$ cat config.mk
export PLATFORM = sky130hd
export DESIGN_NAME = subneg_ctrl_flat
export DESIGN_NICKNAME = d
export VERILOG_FILES = /design/src/rtl/subneg_ctrl_if.sv /design/src/rtl/subneg_ctrl.sv /design/src/flat_wrapper.sv
export SDC_FILE = /design/constraint.sdc
export NUM_CORES = 1
export LEC_CHECK = 0
export BUFFER_PORTS_ARGS = -buffer_cell sky130_fd_sc_hd__buf_2
export CORE_MARGIN = 3
export CORE_UTILIZATION = 61
export CTS_BUF_LIST = sky130_fd_sc_hd__clkbuf_4 sky130_fd_sc_hd__clkbuf_8
export DETAILED_ROUTE_END_ITERATION = 10
export PLACE_DENSITY = 0.88
export SYNTH_ARGS = -nofsm -noshare
export SYNTH_HDL_FRONTEND = slang
export SYNTH_SLANG_ARGS = --single-unit
$ cat constraint.sdc
create_clock -name clk -period 3.7 [get_ports clk]
set_clock_uncertainty 0.15 [all_clocks]
set_input_delay 0.555 -clock clk [delete_from_list [all_inputs] [get_ports clk]]
set_output_delay 0.555 -clock clk [all_outputs]
set_load 0.02 [all_outputs]
$ cat src/rtl/subneg_ctrl_if.sv
// Controller <-> datapath bus for the SUBNEG sequencer: ROM fetch, data-memory
// req/ack handshake, subtractor sign and register-load strobes.
interface subneg_ctrl_if #(
  parameter int unsigned AW = 8
);
  logic [AW-1:0] rom_addr;
  logic [AW-1:0] rom_data;
  logic [AW-1:0] dmem_addr;
  logic          dmem_req;
  logic          dmem_we;
  logic          dmem_ack;
  logic          neg;
  logic          write_op1;
  logic          write_op2;
  logic          write_acc;

  modport master (
    output rom_addr, dmem_addr, dmem_req, dmem_we,
    output write_op1, write_op2, write_acc,
    input  rom_data, dmem_ack, neg
  );

  modport slave (
    input  rom_addr, dmem_addr, dmem_req, dmem_we,
    input  write_op1, write_op2, write_acc,
    output rom_data, dmem_ack, neg
  );
endinterface

$ cat src/rtl/subneg_ctrl.sv
// SUBNEG sequencer: fetches A/B/C, runs memory accesses, resolves branch-if-negative,
// detects the self-loop halt. Optional single-step pause via `define SUBNEG_STEP_EN.
module subneg_ctrl #(
  parameter int unsigned WIDTH = 8,
  parameter int unsigned AW    = 8
) (
  input  logic              clk,
  input  logic              rst,
  input  logic              start,
`ifdef SUBNEG_STEP_EN
  input  logic              step,
`endif
  subneg_ctrl_if.master     bus,
  output logic [AW-1:0]     pc,
  output logic              busy,
  output logic              halted,
  output logic [15:0]       instr_cnt
);

  localparam int unsigned CNT_W = 16;

  if (WIDTH == 0 || AW == 0) begin : g_param_check
    $error("subneg_ctrl: WIDTH and AW must be non-zero");
  end

  typedef enum logic [2:0] {
    IDLE,
    FA,
    FB,
    EX,
    BR,
    HALT
`ifdef SUBNEG_STEP_EN
    , PAUSE
`endif
  } state_t;

  state_t            state, state_d;
  logic [AW-1:0]     pc_d, b_q, b_d, base_q, base_d;
  logic              neg_q, neg_d;
  logic [CNT_W-1:0]  cnt_d;

`ifdef SUBNEG_STEP_EN
  localparam state_t NEXT_INSTR = PAUSE;
`else
  localparam state_t NEXT_INSTR = FA;
`endif

  assign bus.rom_addr = pc;

  // State and architectural registers; busy/halted decoded from next state.
  always_ff @(posedge clk or posedge rst) begin
    if (rst) begin
      state     <= IDLE;
      pc        <= '0;
      b_q       <= '0;
      base_q    <= '0;
      neg_q     <= 1'b0;
      instr_cnt <= '0;
      busy      <= 1'b0;
      halted    <= 1'b0;
    end else begin
      state     <= state_d;
      pc        <= pc_d;
      b_q       <= b_d;
      base_q    <= base_d;
      neg_q     <= neg_d;
      instr_cnt <= cnt_d;
      busy      <= (state_d == FA) || (state_d == FB) || (state_d == EX) || (state_d == BR);
      halted    <= (state_d == HALT);
    end
  end

  // Next-state, memory handshake and strobes.
  always_comb begin
    state_d       = state;
    pc_d          = pc;
    b_d           = b_q;
    base_d        = base_q;
    neg_d         = neg_q;
    cnt_d         = instr_cnt;
    bus.dmem_addr = '0;
    bus.dmem_req  = 1'b0;
    bus.dmem_we   = 1'b0;
    bus.write_op1 = 1'b0;
    bus.write_op2 = 1'b0;
    bus.write_acc = 1'b0;

    case (state)
      IDLE: begin
        if (start) begin
          state_d = FA;
          base_d  = pc;
        end
      end
      FA: begin
        bus.dmem_addr = bus.rom_data;
        bus.dmem_req  = 1'b1;
        if (bus.dmem_ack) begin
          bus.write_op1 = 1'b1;
          pc_d          = pc + AW'(1);
          state_d       = FB;
        end
      end
      FB: begin
        bus.dmem_addr = bus.rom_data;
        bus.dmem_req  = 1'b1;
        if (bus.dmem_ack) begin
          bus.write_op2 = 1'b1;
          b_d           = bus.rom_data;
          pc_d          = pc + AW'(1);
          state_d       = EX;
        end
      end
      EX: begin
        bus.dmem_addr = b_q;
        bus.dmem_req  = 1'b1;
        bus.dmem_we   = 1'b1;
        if (bus.dmem_ack) begin
          bus.write_acc = 1'b1;
          neg_d         = bus.neg;
          state_d       = BR;
        end
      end
      BR: begin
        if (instr_cnt != {CNT_W{1'b1}}) cnt_d = instr_cnt + CNT_W'(1);
        // A taken branch back to the instruction's own base is the halt idiom.
        if (neg_q) begin
          pc_d = bus.rom_data;
          if (bus.rom_data == base_q) begin
            state_d = HALT;
          end else begin
            state_d = NEXT_INSTR;
            base_d  = bus.rom_data;
          end
        end else begin
          pc_d    = pc + AW'(1);
          base_d  = pc + AW'(1);
          state_d = NEXT_INSTR;
        end
      end
`ifdef SUBNEG_STEP_EN
      PAUSE: begin
        if (step) state_d = FA;
      end
`endif
      HALT: begin
        state_d = HALT;
      end
      default: begin
        state_d = IDLE;
      end
    endcase
  end

endmodule

$ cat src/flat_wrapper.sv
// flat-port wrapper written by rule: the top's interface ports become plain ports
module subneg_ctrl_flat 
#(
  parameter int unsigned WIDTH = 8,
  parameter int unsigned AW    = 8
)
  (clk, rst, start, pc, busy, halted, instr_cnt, bus_rom_addr, bus_dmem_addr, bus_dmem_req, bus_dmem_we, bus_write_op1, bus_write_op2, bus_write_acc, bus_rom_data, bus_dmem_ack, bus_neg);
  subneg_ctrl_if #(.AW(AW)) bus_i ();
  input  logic clk;
  input  logic rst;
  input  logic start;
  output logic [AW-1:0] pc;
  output logic busy;
  output logic halted;
  output logic [15:0] instr_cnt;
  output wire logic [$bits(bus_i.rom_addr)-1:0] bus_rom_addr;
  output wire logic [$bits(bus_i.dmem_addr)-1:0] bus_dmem_addr;
  output wire logic [$bits(bus_i.dmem_req)-1:0] bus_dmem_req;
  output wire logic [$bits(bus_i.dmem_we)-1:0] bus_dmem_we;
  output wire logic [$bits(bus_i.write_op1)-1:0] bus_write_op1;
  output wire logic [$bits(bus_i.write_op2)-1:0] bus_write_op2;
  output wire logic [$bits(bus_i.write_acc)-1:0] bus_write_acc;
  input wire logic [$bits(bus_i.rom_data)-1:0] bus_rom_data;
  input wire logic [$bits(bus_i.dmem_ack)-1:0] bus_dmem_ack;
  input wire logic [$bits(bus_i.neg)-1:0] bus_neg;
  assign bus_rom_addr = bus_i.rom_addr;
  assign bus_dmem_addr = bus_i.dmem_addr;
  assign bus_dmem_req = bus_i.dmem_req;
  assign bus_dmem_we = bus_i.dmem_we;
  assign bus_write_op1 = bus_i.write_op1;
  assign bus_write_op2 = bus_i.write_op2;
  assign bus_write_acc = bus_i.write_acc;
  assign bus_i.rom_data = bus_rom_data;
  assign bus_i.dmem_ack = bus_dmem_ack;
  assign bus_i.neg = bus_neg;
  subneg_ctrl #(.WIDTH(WIDTH), .AW(AW)) u_core (.clk(clk), .rst(rst), .start(start), .bus(bus_i), .pc(pc), .busy(busy), .halted(halted), .instr_cnt(instr_cnt));
endmodule
* Word-level counts from Yosys, hierarchy flattened
Cells that the tools add are included.
Cells by class: eq/ne operators 15, muxes and demuxes 21, reduce and logical (&&, ||, !) cells 13, add/subtract/negate cells 2
Operators with widths (count):
- $pmux 8 s2 | 3
- $mux 8 | 5
- $mux 3 | 6
- $pmux 3 s6 | 1
- $add 16x1->16 const B | 1
- $ne 16x16->1 const B | 1
- $eq 3x2->1 const B | 4
- $eq 3x3->1 const B | 4
- $add 8x1->8 const B | 1
- $eq 8x8->1 | 1
- $reduce_and 2->1 | 4
- $eq 3x1->1 const B | 2
- $mux 1 | 6
- $reduce_bool 2->1 | 2
- $logic_not 3->1 | 1
- $logic_or 1x1->1 | 3
- $ne 3x3->1 const B | 1
- $reduce_and 3->1 | 1
- $reduce_or 3->1 | 1
- $ne 2x1->1 const B | 1
- $ne 2x2->1 const B | 1
- $reduce_or 2->1 | 1
Word-level totals: output and inout port bits 47, register bits 46, bits of input ports 13, word-level logic and storage cells 59

* Longest topological paths before layout
word-level depth 8, depth in mapped cells 7

* Worst setup path after synthesis
No wires, ideal clock.
path kind register to output, start point reg u_core.state[1], end point out bus_dmem_addr[0], stages on the path, launching flop included 5, data required time 2995 ps, path buffers 1, arrival 1405 ps, path slack 1590 ps, path through dfrtp_1 > buf_2 > xor2_1 > a22oi_1 > nor2_1
On the way: word-level cells in the longest chain between the ends 3, elaborated cells between the ends (all ways) 5, those cells by class eq/ne: 3; mux: 1; reduce/logical: 1
Ends and longest elaborated chain:
- from (decl) | RTL line subneg_ctrl.sv:38 | state_t state, state_d;
- from (signal assigned) | RTL line subneg_ctrl.sv:63 | state <= state_d;
- $eq 3x1->1 / $eq 3x2->1 (equally long branches) | RTL line subneg_ctrl.sv:89 | case (state)
- $reduce_or 2->1 (no source line)
- $pmux 8 s2 (*) | RTL line subneg_ctrl.sv:89
- to (decl) | RTL line flat_wrapper.sv:17 | output wire logic [$bits(bus_i.dmem_addr)-1:0] bus_dmem_addr;
Mark *: on every way between the ends. The rest lies on a longest branch, timed or not.

* Worst setup path in the final report
start point reg u_core.state[1], end point out bus_dmem_addr[3]
The elaborated chain is that of the path after synthesis.

==> flow_summary.yaml <==
critical_path:
  worstPathArrival_ps: 1950
  path_class: "reg2out"
  r2r_slack_ps: 1340
  endpoint_kind: "output pin"
  crit_required_ps: 2990
  crit_path_max_fanout: 16
  crit_path_start_kind: "register"
logic_synthesis:
  seq_area_frac_synth: 0.4207
  synth_area_um2: 2736
  avgSynthCellArea_um2: 9.773
  ys_ff_latch: 46
  synth_nets: 295
  synth.top_cell.area_share: 0.4207
  synthCells: 280
  yosysTopAreaCell: "dfrtp_1"
  postSynth.asyncResetShare: 1.000
  dominantRegCellSynth: "dfrtp_1"
  synth_area_leaders: "dfrtp_1, mux2_2, xnor2_1, nor2_1, xor2_1"
  ys_types: 50
  synth_warnings: 0
  synth-edff-count: 0
place:
  placedCellCount: 368
  portBuffers: 59
  dpl_cell_area_um2: 2990
  place_ws_ps: 1346
  gp_congestion: 0.8544
  dp_hpwl_um: 4529
timing:
  relSlewSlack: 0.3526
  max_freq_mhz: 376.4
  rsz0062_at_grt: "no"
  worst_pin_slew_ps: 969.7
  timing.hold.ws_ps: 323.7
  finalCritPeriodShare: 0.7180
  slew_viol_final: 0
  layout_min_cycle_time_ps: 2656
  setup_viol: 0
  fin_ws_ps: 1044
  hold_viol_final: 0
  tns_ps: 0
cts:
  cts_tree: "done"
  cts_root_buf: "clkbuf_8"
  cts.path.max_buffers: 2
  insertion_delay_ps: 300
  h-tree-depth: 2
  clock-sinks: 46
  clkTransAtPathRegs_ps: 80
  numCtsBuffers: 5
  hold_buffers: 0
  ctsResizeCount: 0
  cts_setup_buffers: 0
global_routing:
  grt_overflow: 0
  grt_max_degree: 47
  grt_usage: 0.2653
  use_met1: 0.3387
  use_met2: 0.4469
  grt_use_met3: 0.04270
  antenna_found_initial: 0
  grt_pass1_vias: 2226
  busiest_layer: "met2"
  grt_pass1_wl_um: 10820
power:
  p_sw_mw: 1.151
  peakVddDrop_v: 0.0003138
  power_frac_seq: 0.368
  clkPwrFrac: 0.151
  comb_power_share: 0.481
  powerDensity_nw_per_um2: 815.9
  total_power_mw: 2.532
  power.internal_mw: 1.381
  p_sw_frac: 0.4546
  leakage_nw: 1.445
min_path:
  hold_path.class: "in2async"
die:
  die_w_um: 72.98
  die_h_um: 72.98
  start_util: 0.6558
  fp-row-count: 23
  boundaryPins: 60
  dieArea_um2: 5325
  core_region_area_um2: 4173
cells_and_area:
  diodes: 0
  stdcell_area_um2: 3103
  drive_above_1_share: 0.2862
  syn_to_final_growth_pct: 13.40
  finalCoreUtilization: 0.7436
  nets: 340
  finalNonFillerCells: 375
run_status:
  status: "finished, final reports clean"
routing:
  drt_pass1_iterations: 4
  wl_um: 6564
  route.antenna.remaining_nets: 0
  drt_iter0_drc: 263
  vias_per_cell: 6.309
  wire_per_inst_um: 17.50
  drc_errors: 0
  vias: 2366
job:
  cap_viol_max_count: 0
worst paths after layout:
path / start / to / cells after the start
min in group clk: bus_neg / u_core.neg_q / 2
max: u_core.state[1] / bus_dmem_addr[3] / 4
max in group asynchronous: rst / u_core.state[1] / 2
min reg2reg: u_core.b_q[0] / u_core.b_q[0] / 1
max reg2reg: u_core.state[2] / u_core.base_q[5] / 4
min: rst / u_core.b_q[1] / 2
metal layers:
metal / part of all wire / up-vias
met5: 0 / -
li1: - / 1092
met1: 0.40 / 1150
met4: 0.027 / 0
met2: 0.50 / 105
met3: 0.074 / 19
cells in the mapped netlist, types with 4 or more instances:
| cell type | count |
|---|---|
| a22oi_1 | 8 |
| nand3_1 | 10 |
| clkbuf_1 | 6 |
| xor2_1 | 10 |
| nor2_1 | 26 |
| nor4_1 | 4 |
| nor3b_1 | 4 |
| dfrtp_1 | 46 |
| xnor2_1 | 13 |
| a31oi_1 | 4 |
| mux2_2 | 13 |
| buf_4 | 8 |
| inv_1 | 6 |
| and3_1 | 7 |
| o311ai_1 | 4 |
| a21oi_1 | 6 |
| buf_2 | 8 |
| o21ai_0 | 14 |
| nand4_1 | 5 |
| mux2_1 | 6 |
| nand2_1 | 21 |
| o22ai_1 | 4 |
layout make-up:
class                      instances  area (um^2)
clock inverter                     1        30.03
tap                               50        62.56
timing repair buffer              62        317.8
inverter                           6        22.52
fill                             302         1070
multi-input combinational        204         1436
sequential                        46         1151
clock buffer                       6        82.58
sequential cells by signal (all words and copies together), names as in the netlist:
| signal | flops |
|---|---|
| u_core.instr_cnt | 16 |
| u_core.b_q | 8 |
| u_core.state | 3 |
| u_core.base_q | 8 |
| u_core.neg_q | 1 |
| u_core.halted | 1 |
| u_core.bus.rom_addr | 8 |
| u_core.busy | 1 |
power by group through the flow:
| stage | registers (mW) | logic (mW) | clock network, mW |
|---|---|---|---|
| floorplan | 0.875 | 0.965 | 0 |
| global placement | 0.919 | 1.18 | 0 |
| detailed placement | 0.935 | 1.21 | 0 |
| CTS | 0.927 | 1.22 | 0.390 |
| global route | 0.969 | 1.33 | 0.409 |
| finish | 0.933 | 1.22 | 0.382 |
layout by cell type (no fill, tap or decap), drive strengths merged, types with 2 or more instances in the layout:
| cell type | Yosys | routed |
|---|---|---|
| buf | 17 | 62 |
| dfrtp | 46 | 46 |
| nor2 | 26 | 26 |
| nand2 | 21 | 21 |
| mux2 | 20 | 20 |
| o21ai | 17 | 17 |
| xnor2 | 13 | 13 |
| nand3 | 10 | 10 |
| xor2 | 10 | 10 |
| a22oi | 8 | 8 |
| and3 | 7 | 7 |
| nor4 | 7 | 7 |
| a21oi | 6 | 6 |
| clkbuf | 7 | 6 |
| inv | 6 | 6 |
| nand4 | 5 | 5 |
| a31oi | 5 | 5 |
| nor3 | 5 | 5 |
| nor3b | 4 | 4 |
| o22ai | 4 | 4 |
| o311ai | 4 | 4 |
| and4 | 3 | 3 |
| o211ai | 3 | 3 |
| mux2i | 3 | 3 |
| nor4bb | 2 | 2 |
| a22o | 2 | 2 |
| nand2b | 2 | 2 |
| a211oi | 2 | 2 |
| a311oi | 2 | 2 |
| or3 | 2 | 2 |
| ha | 2 | 2 |
logic make-up after synthesis:
group,Yosys count,synth area share
buf+inv,30,0.05898
xor+xnor,23,0.07362
fa+ha+maj,2,0.009143
compound gates,56,0.1381
flops,46,0.4207
mux,23,0.09465
simple gates,100,0.2049
worst max-delay path, stage by stage, from the launching register on:
cell     delay, ps
dfrtp_1        610
xor2_1         530
a22oi_1        180
nor2_1         140
buf_2          190
Note: power is estimated with default switching activity, not from simulation.
